==> config.mk <==
export PLATFORM = sky130hd
export DESIGN_NAME = datamem_arbiter
export DESIGN_NICKNAME = d
export VERILOG_FILES = /design/src/rtl/datamem_pkg.sv /design/src/rtl/rr_arb2.sv /design/src/rtl/datamem_arbiter.sv
export SDC_FILE = /design/constraint.sdc
export NUM_CORES = 1
export LEC_CHECK = 0
export CAP_MARGIN = 5
export CORE_MARGIN = 2
export CORE_UTILIZATION = 45
export CTS_BUF_LIST = sky130_fd_sc_hd__clkbuf_8
export CTS_CLUSTER_SIZE = 12
export DETAILED_ROUTE_END_ITERATION = 8
export DONT_BUFFER_PORTS = 1
export GPL_ROUTABILITY_DRIVEN = 0
export GPL_TIMING_DRIVEN = 0
export SYNTH_ARGS = -nofsm -noshare
export SYNTH_HDL_FRONTEND = slang
export SYNTH_HIERARCHICAL = 1
export SYNTH_SLANG_ARGS = --single-unit
==> constraint.sdc <==
create_clock -name i_clk -period 3 [get_ports i_clk]
set_input_delay 0.75 -clock i_clk [delete_from_list [all_inputs] [get_ports i_clk]]
set_output_delay 0.75 -clock i_clk [all_outputs]
set_load 0.02 [all_outputs]
==> src/rtl/datamem_pkg.sv <==
// rtl/datamem_pkg.sv - shared size/state encodings for the data memory arbiter
package datamem_pkg;

  localparam int WORD_WIDTH = 32;

  typedef enum logic [1:0] {
    SZ_BYTE = 2'b00,
    SZ_HALF = 2'b01,
    SZ_WORD = 2'b10,
    SZ_RSVD = 2'b11
  } size_e;

  typedef enum logic [1:0] {
    ST_IDLE   = 2'd0,
    ST_ACCESS = 2'd1,
    ST_WRITE  = 2'd2,
    ST_DONE   = 2'd3
  } state_e;

  // Reserved size or an address not aligned to the access size.
  function automatic logic access_err(input logic [1:0] size, input logic [1:0] addr_lo);
    return (size == SZ_RSVD) ||
           ((size == SZ_HALF) && addr_lo[0]) ||
           ((size == SZ_WORD) && (addr_lo != 2'b00));
  endfunction

endpackage

==> src/rtl/rr_arb2.sv <==
// rtl/rr_arb2.sv - two-input round-robin arbiter with optional fixed priority
module rr_arb2 (
  input  logic       i_clk,
  input  logic       i_rst,
  input  logic [1:0] i_req,
  input  logic       i_grant_en,
  input  logic       i_fixed_prio,
  output logic [1:0] o_gnt
);

  logic r_last_grant;

  always_comb begin
    o_gnt = 2'b00;
    if (i_grant_en) begin
      case (i_req)
        2'b01:   o_gnt = 2'b01;
        2'b10:   o_gnt = 2'b10;
        2'b11:   o_gnt = (i_fixed_prio || r_last_grant) ? 2'b01 : 2'b10;
        default: o_gnt = 2'b00;
      endcase
    end
  end

  // Starts at 1 so port 0 wins the first tie after reset.
  always_ff @(posedge i_clk) begin
    if (i_rst) begin
      r_last_grant <= 1'b1;
    end else if (|o_gnt) begin
      r_last_grant <= o_gnt[1];
    end
  end

endmodule

==> src/rtl/datamem_arbiter.sv <==
// rtl/datamem_arbiter.sv - shares a big-endian word memory between two requesters
// with byte/half/word access and read-modify-write for sub-word stores.
module datamem_arbiter
  import datamem_pkg::*;
#(
  parameter bit FIXED_PRIO = 1'b0
) (
  input  logic                  i_clk,
  input  logic                  i_rst,
  input  logic [1:0]            i_req,
  input  logic [1:0]            i_wr,
  input  logic [1:0]            i_size0,
  input  logic [1:0]            i_size1,
  input  logic [WORD_WIDTH-1:0] i_addr0,
  input  logic [WORD_WIDTH-1:0] i_addr1,
  input  logic [WORD_WIDTH-1:0] i_wdata0,
  input  logic [WORD_WIDTH-1:0] i_wdata1,
  output logic [1:0]            o_ack,
  output logic                  o_err,
  output logic [WORD_WIDTH-1:0] o_rdata,
  output logic                  o_busy,
  output logic                  o_mem_wr,
  output logic [WORD_WIDTH-1:0] o_mem_addr,
  output logic [WORD_WIDTH-1:0] o_mem_wdata,
  input  logic [WORD_WIDTH-1:0] i_mem_rdata
);

  state_e                r_state, w_next;
  logic                  r_id, r_wr, r_err;
  logic [1:0]            r_size;
  logic [WORD_WIDTH-1:0] r_addr, r_wdata, r_rdata, r_merge;

  logic [1:0]            w_gnt;
  logic                  w_grant, w_sel, w_wr, w_bad;
  logic [1:0]            w_size;
  logic [WORD_WIDTH-1:0] w_addr, w_wdata, w_extract, w_merge;
  logic                  w_word_store, w_sub_store;

  rr_arb2 u_arb (
    .i_clk        (i_clk),
    .i_rst        (i_rst),
    .i_req        (i_req),
    .i_grant_en   (r_state == ST_IDLE),
    .i_fixed_prio (FIXED_PRIO),
    .o_gnt        (w_gnt)
  );

  assign w_grant      = |w_gnt;
  assign w_sel        = w_gnt[1];
  assign w_wr         = i_wr[w_sel];
  assign w_size       = w_sel ? i_size1  : i_size0;
  assign w_addr       = w_sel ? i_addr1  : i_addr0;
  assign w_wdata      = w_sel ? i_wdata1 : i_wdata0;
  assign w_bad        = access_err(w_size, w_addr[1:0]);
  assign w_word_store = r_wr && (r_size == SZ_WORD);
  assign w_sub_store  = r_wr && (r_size != SZ_WORD);

  // Big-endian lanes: byte offset 0 is the most significant byte.
  always_comb begin
    w_extract = i_mem_rdata;
    w_merge   = i_mem_rdata;
    case (r_size)
      SZ_BYTE: begin
        case (r_addr[1:0])
          2'd0: begin
            w_extract      = {24'd0, i_mem_rdata[31:24]};
            w_merge[31:24] = r_wdata[7:0];
          end
          2'd1: begin
            w_extract      = {24'd0, i_mem_rdata[23:16]};
            w_merge[23:16] = r_wdata[7:0];
          end
          2'd2: begin
            w_extract      = {24'd0, i_mem_rdata[15:8]};
            w_merge[15:8]  = r_wdata[7:0];
          end
          default: begin
            w_extract      = {24'd0, i_mem_rdata[7:0]};
            w_merge[7:0]   = r_wdata[7:0];
          end
        endcase
      end
      SZ_HALF: begin
        if (r_addr[1]) begin
          w_extract      = {16'd0, i_mem_rdata[15:0]};
          w_merge[15:0]  = r_wdata[15:0];
        end else begin
          w_extract      = {16'd0, i_mem_rdata[31:16]};
          w_merge[31:16] = r_wdata[15:0];
        end
      end
      default: ;
    endcase
  end

  always_comb begin
    w_next = r_state;
    case (r_state)
      ST_IDLE:   if (w_grant) w_next = w_bad ? ST_DONE : ST_ACCESS;
      ST_ACCESS: w_next = w_sub_store ? ST_WRITE : ST_DONE;
      ST_WRITE:  w_next = ST_DONE;
      default:   w_next = ST_IDLE;
    endcase
  end

  // Write strobe is gated by reset so an abandoned access never reaches memory.
  always_comb begin
    o_mem_wr    = 1'b0;
    o_mem_addr  = '0;
    o_mem_wdata = '0;
    if ((r_state == ST_ACCESS) || (r_state == ST_WRITE)) begin
      o_mem_addr = {r_addr[31:2], 2'b00};
    end
    if ((r_state == ST_ACCESS) && w_word_store) begin
      o_mem_wr    = !i_rst;
      o_mem_wdata = r_wdata;
    end
    if (r_state == ST_WRITE) begin
      o_mem_wr    = !i_rst;
      o_mem_wdata = r_merge;
    end
  end

  assign o_ack   = (r_state == ST_DONE) ? (r_id ? 2'b10 : 2'b01) : 2'b00;
  assign o_err   = (r_state == ST_DONE) && r_err;
  assign o_rdata = r_rdata;
  assign o_busy  = (r_state != ST_IDLE);

  always_ff @(posedge i_clk) begin
    if (i_rst) begin
      r_state <= ST_IDLE;
      r_id    <= 1'b0;
      r_wr    <= 1'b0;
      r_err   <= 1'b0;
      r_size  <= 2'b00;
      r_addr  <= '0;
      r_wdata <= '0;
      r_rdata <= '0;
      r_merge <= '0;
    end else begin
      r_state <= w_next;
      case (r_state)
        ST_IDLE: begin
          if (w_grant) begin
            r_id    <= w_sel;
            r_wr    <= w_wr;
            r_size  <= w_size;
            r_addr  <= w_addr;
            r_wdata <= w_wdata;
            r_err   <= w_bad;
            if (w_bad) r_rdata <= '0;
          end
        end
        ST_ACCESS: begin
          r_rdata <= r_wr ? '0 : w_extract;
          r_merge <= w_merge;
        end
        default: ;
      endcase
    end
  end

endmodule

; ---- Yosys cells after proc, flatten, opt, wreduce, memory -nomap -nowiden
; Index checks and enable logic that the tools add are counted.
[op_classes]
n_reduce_logical = 20
n_lt_le_gt_ge = 1
muxes = 33
eq_ne = 16
[ops]
columns = operator, count
row1 = 32-bit two-way mux, 8
row2 = 32-bit case mux with 2 select lines, 3
row3 = 16-bit two-way mux, 3
row4 = 8-bit two-way mux, 4
row5 = 8-bit case mux with 3 select lines, 1
row6 = "2-bit == test, second input constant", 8
row7 = 2-bit two-way mux, 7
row8 = 2-bit case mux with 3 select lines, 2
row9 = "2-bit by 1-bit == test with 1-bit output, second input constant", 5
row10 = 1-bit logical AND, 6
row11 = 2-bit logical NOT, 3
row12 = "2-bit != test, second input constant", 3
row13 = 2-bit nonzero test, 3
row14 = 1-bit two-way mux, 5
row15 = 1-bit logical OR, 3
row16 = 3-bit AND reduction, 1
row17 = 3-bit OR reduction, 1
row18 = "1-bit by 2-bit < comparator with 1-bit output, second input constant", 1
row19 = 2-bit AND reduction, 1
row20 = 2-bit OR reduction, 1
row21 = 1-bit logical NOT, 1
[word_totals]
in_bits = 170
ff_bits = 136
elab_cells = 80
out_inout_bits = 101

; ---- Depth between registers and ports, before layout
; Gate-level depths: netlist (run 1).
[logic_depth]
depth_word = 11
ltp_mapped = 9
depth_no_buf = 8

; ---- Hierarchy
; Netlist (run 1), hierarchy kept.
[by_module_without_submodules]
columns = mod, area_each_um2, seq_area_each_um2, cells_per_inst, n_inst
row1 = datamem_arbiter, 7651.1, 2702.6, 886, 1
row2 = rr_arb2, 72.6, 20.0, 10, 1

; ---- Least setup slack after synthesis (run 1)
; No wires, ideal clock.
[synth_path]
path_kind = in2out
start = input port i_rst
end = output port o_mem_wr
path_stages = 4
path_slack_ns = 0.499
arrival_ns = 1.751
n_path_buf = 3
t_required_ns = 2.250
cell_sequence = clkbuf_1 -> clkbuf_1 -> clkbuf_1 -> nor2_1
[synth_via]
elab_chain_len = 3
[synth_lines]
columns = item, line_no
row1 = start: declaration, datamem_arbiter.sv:9  ; input logic i_rst,
row2 = 1-bit logical NOT *, "datamem_arbiter.sv:115, datamem_arbiter.sv:119"
row3 = 1-bit two-way mux, datamem_arbiter.sv:114  ; if ((r_state == ST_ACCESS) && w_word_store) begin
row4 = 1-bit two-way mux *, datamem_arbiter.sv:118  ; if (r_state == ST_WRITE) begin
row5 = end: declaration, datamem_arbiter.sv:22  ; output logic o_mem_wr,
; Mark *: on every way between the ends. The rest lies on a longest branch, timed or not.

; ---- Worst setup path in the final report (run 1)
[layout_path]
start = register r_state[1]
end = output port o_mem_wdata[28]
[layout_via]
elab_chain_len = 4
word_cells_on_any_way = 5
cone_classes = 2 x eq/ne / 2 x mux / 1 x reduce/logical
[layout_lines]
columns = item, line_no
row1 = start: declaration, datamem_arbiter.sv:28  ; state_e r_state, w_next;
row2 = start signal: assignment, datamem_arbiter.sv:141  ; r_state <= w_next;
row3 = 2-bit by 1-bit == test with 1-bit output, datamem_arbiter.sv:114
row4 = 1-bit logical AND, datamem_arbiter.sv:114
row5 = 32-bit two-way mux, datamem_arbiter.sv:114
row6 = 32-bit two-way mux *, datamem_arbiter.sv:118
row7 = end: declaration, datamem_arbiter.sv:24  ; output logic [WORD_WIDTH-1:0] o_mem_wdata,
; Marked as above.

==> results.toml, run 1 <==
[yosys]
ys_seq_area_share_pct = 35.3
postSynthCellCount = 896
synth-async-reset-ratio_pct = 0
yosys_warns = 6
ys_seq_elements = 136
edff_count_synth = 0
number_of_unique_standard_cell_types_used_by_synthesis = 45
ys_dominant_reg_cell = "sky130_fd_sc_hd__dfxtp_1"
syn_avg_cell_area_um2 = 8.62
post_synth_instance_area_um2 = 7720

[timing]
final_worst_path_period_share_pct = 97.2
rsz_0062_raised_after_global_routing = "no"
finalHoldViolCount = 0
min_period_ns = 2.92
worst-slew-pin-transition_ns = 0.745
timing.clock.skew_ns = 0.0122
maxSlewHeadroom_pct = 50.4
count_of_final_setup_violators = 0
fin_hold_ws_ns = 0.379
report.final.slew_viol_count = 0
fmaxAchievable_mhz = 343
fin_ws_ns = 0.0828

[cts]
ctsLongestPathBuffers = 2
root_buffer = "sky130_fd_sc_hd__clkbuf_8"
postCtsHoldBufs = 0
clock_sinks = 136
cts_tree = "built"
cts_buffers = 17
clock_insertion_delay_worst_skew_ns = 0.46
clkTransAtPathRegs_ns = 0.08
cts.htree.levels = 4

[final_layout]
num_antenna_cells = 0
fin_nets = 1093
syn2layout_area_growth_pct = 10.8
layout-drive-gt1-share_pct = 15.8
fill_cells = 1672

[worst_setup_path]
path_class = "reg -> out"
worst_path_largest_cell_delay_ns = 0.43
worst-endpoint-required_ns = 2.25
slowest_stage = "sky130_fd_sc_hd__dfxtp_1"
critical_path_peak_fanout = 10
setup.worst_path.end_class = "output pin"
start_kind = "flip-flop"
worst-endpoint-arrival_ns = 2.17
crit_path_cell_trace = "ha_2, buf_2, mux2i_1, nor2_2"

[grt]
grt_antenna_before_repair = 0
globalRoute.totalOverflow = 0
global_route.usage.total_pct = 28.0
largest_net_degree_at_the_start_of_global_routing = 17
via_count_of_the_first_global_routing_pass = 6632
global_route_wire_length_before_repair_um = 38400

[power]
p_sw_share_pct = 46.0
cellInternalPower_w = 0.00512
power_leakage_nw = 3.04
share_clk_of_total_power_pct = 18.0
report.power.total_w = 0.00949
comb_power_share_pct = 51.0
switchingPower_w = 0.00437
sequentialPowerShare_pct = 31.0
ir_worst_vdd_mv = 0.549
powerDensity_nw_per_um2 = 1110

[detailed_routing]
vias = 6899
wl_per_cell_um = 22.6
routed_via_density = 5.99
postRouteAntennaNets = 0
drtPass1Iterations = 5
dr_iter_0_viols = 520
drc = 0
drt_wl_total_um = 26000

[status]
outcome = "complete, no violations"

[hold_path]
path_category_of_the_worst_min_delay_check = "in -> reg"

[floorplan]
die_w_um = 135
floorplan.die.height_um = 135
core_um2 = 16700
floorplan.die_area_um2 = 18200
rows = 47
initial_utilization_pct = 46.2
boundaryPins = 271

[place]
io_buf_count = 0
dp.final_hpwl_um = 19800
worst_slack_after_detailed_placement_ns = -0.361

[run]
max_cap_viol_count = 0
power groups by stage:
stage               Sequential [W]  Combinational (W)  Clock, W
global placement           0.00294            0.00468         0
finish                     0.00295            0.00484   0.00171
global route               0.00301            0.00533   0.00181
detailed placement         0.00296            0.00470         0
floorplan                  0.00273            0.00375         0
CTS                        0.00292            0.00475   0.00173
flip-flops by register name (all words and copies together), names as in the netlist:
register and flops:
o_rdata 32, r_addr 32, r_err 1, r_id 1, r_merge 32, r_size 2, r_state 2, r_wdata 32
r_wr 1, u_arb/r_last_grant 1
kinds of logic (layout without fill, tap and decap cells):
logic type / count (synthesis) / in the layout / share of synthesized area [%]
simple gates: 324 / 324 / 20.3
compound gates: 184 / 184 / 17.6
buf+inv: 90 / 121 / 5.22
flops: 136 / 136 / 35.3
fa+ha+maj: 5 / 5 / 0.810
mux: 156 / 156 / 20.8
other cells: 1 / 5 / 0.0486
worst paths after layout:
path	from	end	slack [ns]	cells after the start
worst min-delay path	i_req[0]	u_arb/r_last_grant$_SDFFE_PP1P_	0.38	1
worst max-delay path	r_state[1]$_SDFFE_PP0P_	o_mem_wdata[28]	0.08	4
worst min register to register	r_merge[4]$_SDFFE_PP0P_	r_merge[4]$_SDFFE_PP0P_	0.49	2
worst max register to register	r_state[0]$_SDFFE_PP0P_	o_rdata[13]$_SDFFE_PP0P_	0.31	9
cell usage after synthesis, types with 2 or more instances:
library cell / count / share of area [%]
sky130_fd_sc_hd__a22oi_1: 25 / 2.4
sky130_fd_sc_hd__nand3_1: 8 / 0.52
sky130_fd_sc_hd__and2_1: 41 / 3.3
sky130_fd_sc_hd__nor3b_2: 3 / 0.49
sky130_fd_sc_hd__nor4b_1: 8 / 0.91
sky130_fd_sc_hd__buf_2: 24 / 1.6
sky130_fd_sc_hd__a311oi_1: 32 / 3.6
sky130_fd_sc_hd__a21o_1: 2 / 0.19
sky130_fd_sc_hd__o21ai_0: 17 / 1.1
sky130_fd_sc_hd__a211oi_1: 72 / 7.0
sky130_fd_sc_hd__clkbuf_1: 48 / 2.3
sky130_fd_sc_hd__o221ai_1: 8 / 0.91
sky130_fd_sc_hd__buf_1: 3 / 0.15
sky130_fd_sc_hd__nand2b_1: 27 / 2.2
sky130_fd_sc_hd__nor4_1: 2 / 0.16
sky130_fd_sc_hd__nor2b_1: 10 / 0.81
sky130_fd_sc_hd__a31oi_1: 8 / 0.65
sky130_fd_sc_hd__or3b_2: 6 / 0.68
sky130_fd_sc_hd__nor3b_1: 9 / 0.87
sky130_fd_sc_hd__ha_1: 5 / 0.81
sky130_fd_sc_hd__nor2_1: 143 / 6.9
sky130_fd_sc_hd__mux2i_1: 122 / 16
sky130_fd_sc_hd__dfxtp_1: 136 / 35
sky130_fd_sc_hd__inv_1: 5 / 0.24
sky130_fd_sc_hd__a21oi_2: 2 / 0.23
sky130_fd_sc_hd__nand2_1: 62 / 3.0
sky130_fd_sc_hd__mux2_2: 27 / 3.9
sky130_fd_sc_hd__mux2_1: 7 / 1.0
sky130_fd_sc_hd__a21oi_1: 12 / 0.78
sky130_fd_sc_hd__buf_4: 7 / 0.68
worst max-delay path, delay by kind of cell (launching register included):
family                     cells  cell delay (ns)
adders and majority gates      1             0.40
buffers and inverters          1             0.37
DFF                            1             0.43
muxes                          1             0.37
and+or+nand+nor                1             0.13
cells in the final DEF (no fill, tap or decap), types with 9 or more instances in the layout:
master / synthesis / routed
sky130_fd_sc_hd__a211oi_1: 72 / 72
sky130_fd_sc_hd__a21oi_1: 12 / 12
sky130_fd_sc_hd__a22oi_1: 25 / 25
sky130_fd_sc_hd__a311oi_1: 32 / 32
sky130_fd_sc_hd__and2_1: 41 / 41
sky130_fd_sc_hd__buf_2: 24 / 25
sky130_fd_sc_hd__clkbuf_1: 48 / 38
sky130_fd_sc_hd__clkbuf_8: 0 / 19
sky130_fd_sc_hd__dfxtp_1: 136 / 136
sky130_fd_sc_hd__mux2_2: 27 / 27
sky130_fd_sc_hd__mux2i_1: 122 / 122
sky130_fd_sc_hd__nand2_1: 62 / 62
sky130_fd_sc_hd__nand2b_1: 27 / 27
sky130_fd_sc_hd__nor2_1: 143 / 112
sky130_fd_sc_hd__nor2_2: 1 / 32
sky130_fd_sc_hd__nor2b_1: 10 / 10
sky130_fd_sc_hd__nor3b_1: 9 / 9
sky130_fd_sc_hd__o21ai_0: 17 / 17
repair_timing:
item,4_1_cts,5_1_grt
setup endpoints to repair,33,36
resized for setup,8,38
setup buffers,1,0
routing by layer:
metal / global-route usage, % / share of wire (%)
met1: 34.2 / 40
met2: 46.5 / 48
met4: 9.26 / 2.2
met3: 9.20 / 9.9
met5: 0 / 0
layout make-up:
type,count,area (um^2),area share [%]
Multi-Input combinational cell,674,4710,55.0
Sequential cell,136,2720,31.8
Buffer,82,383,4.47
Tap cell,220,275,3.22
Clock buffer,19,262,3.06
Clock inverter,13,176,2.06
Inverter,6,22.5,0.263
Timing Repair Buffer,1,7.51,0.0877
per-stage QoR:
| step | util, % | area (um^2) | cells | setup TNS, ns |
|---|---|---|---|---|
| 2_1_floorplan | - | 7740 | 900 | 0 |
| 3_3_place_gp | 48.0 | 8010 | 1120 | -8.16 |
| 3_5_place_dp | 48.0 | 8010 | 1120 | -5.67 |
| 4_1_cts | 50.8 | 8480 | 1152 | 0 |
| 5_1_grt | 51.2 | 8560 | 1151 | 0 |
| 6_report | 51.2 | 8560 | 1151 | 0 |
No activity file was read; power rests on OpenSTA's default activity.
==> inputs of run 2 (changes only) <==
--- a/config.mk
+++ b/config.mk
@@ -5,6 +5,7 @@
 export SDC_FILE = /design/constraint.sdc
 export NUM_CORES = 1
 export LEC_CHECK = 0
+export ABC_AREA = 0
 export CAP_MARGIN = 5
 export CORE_MARGIN = 2
 export CORE_UTILIZATION = 45
==> results of run 2 <==
The final DEF is identical to that of run 1; final timing and power are the same.
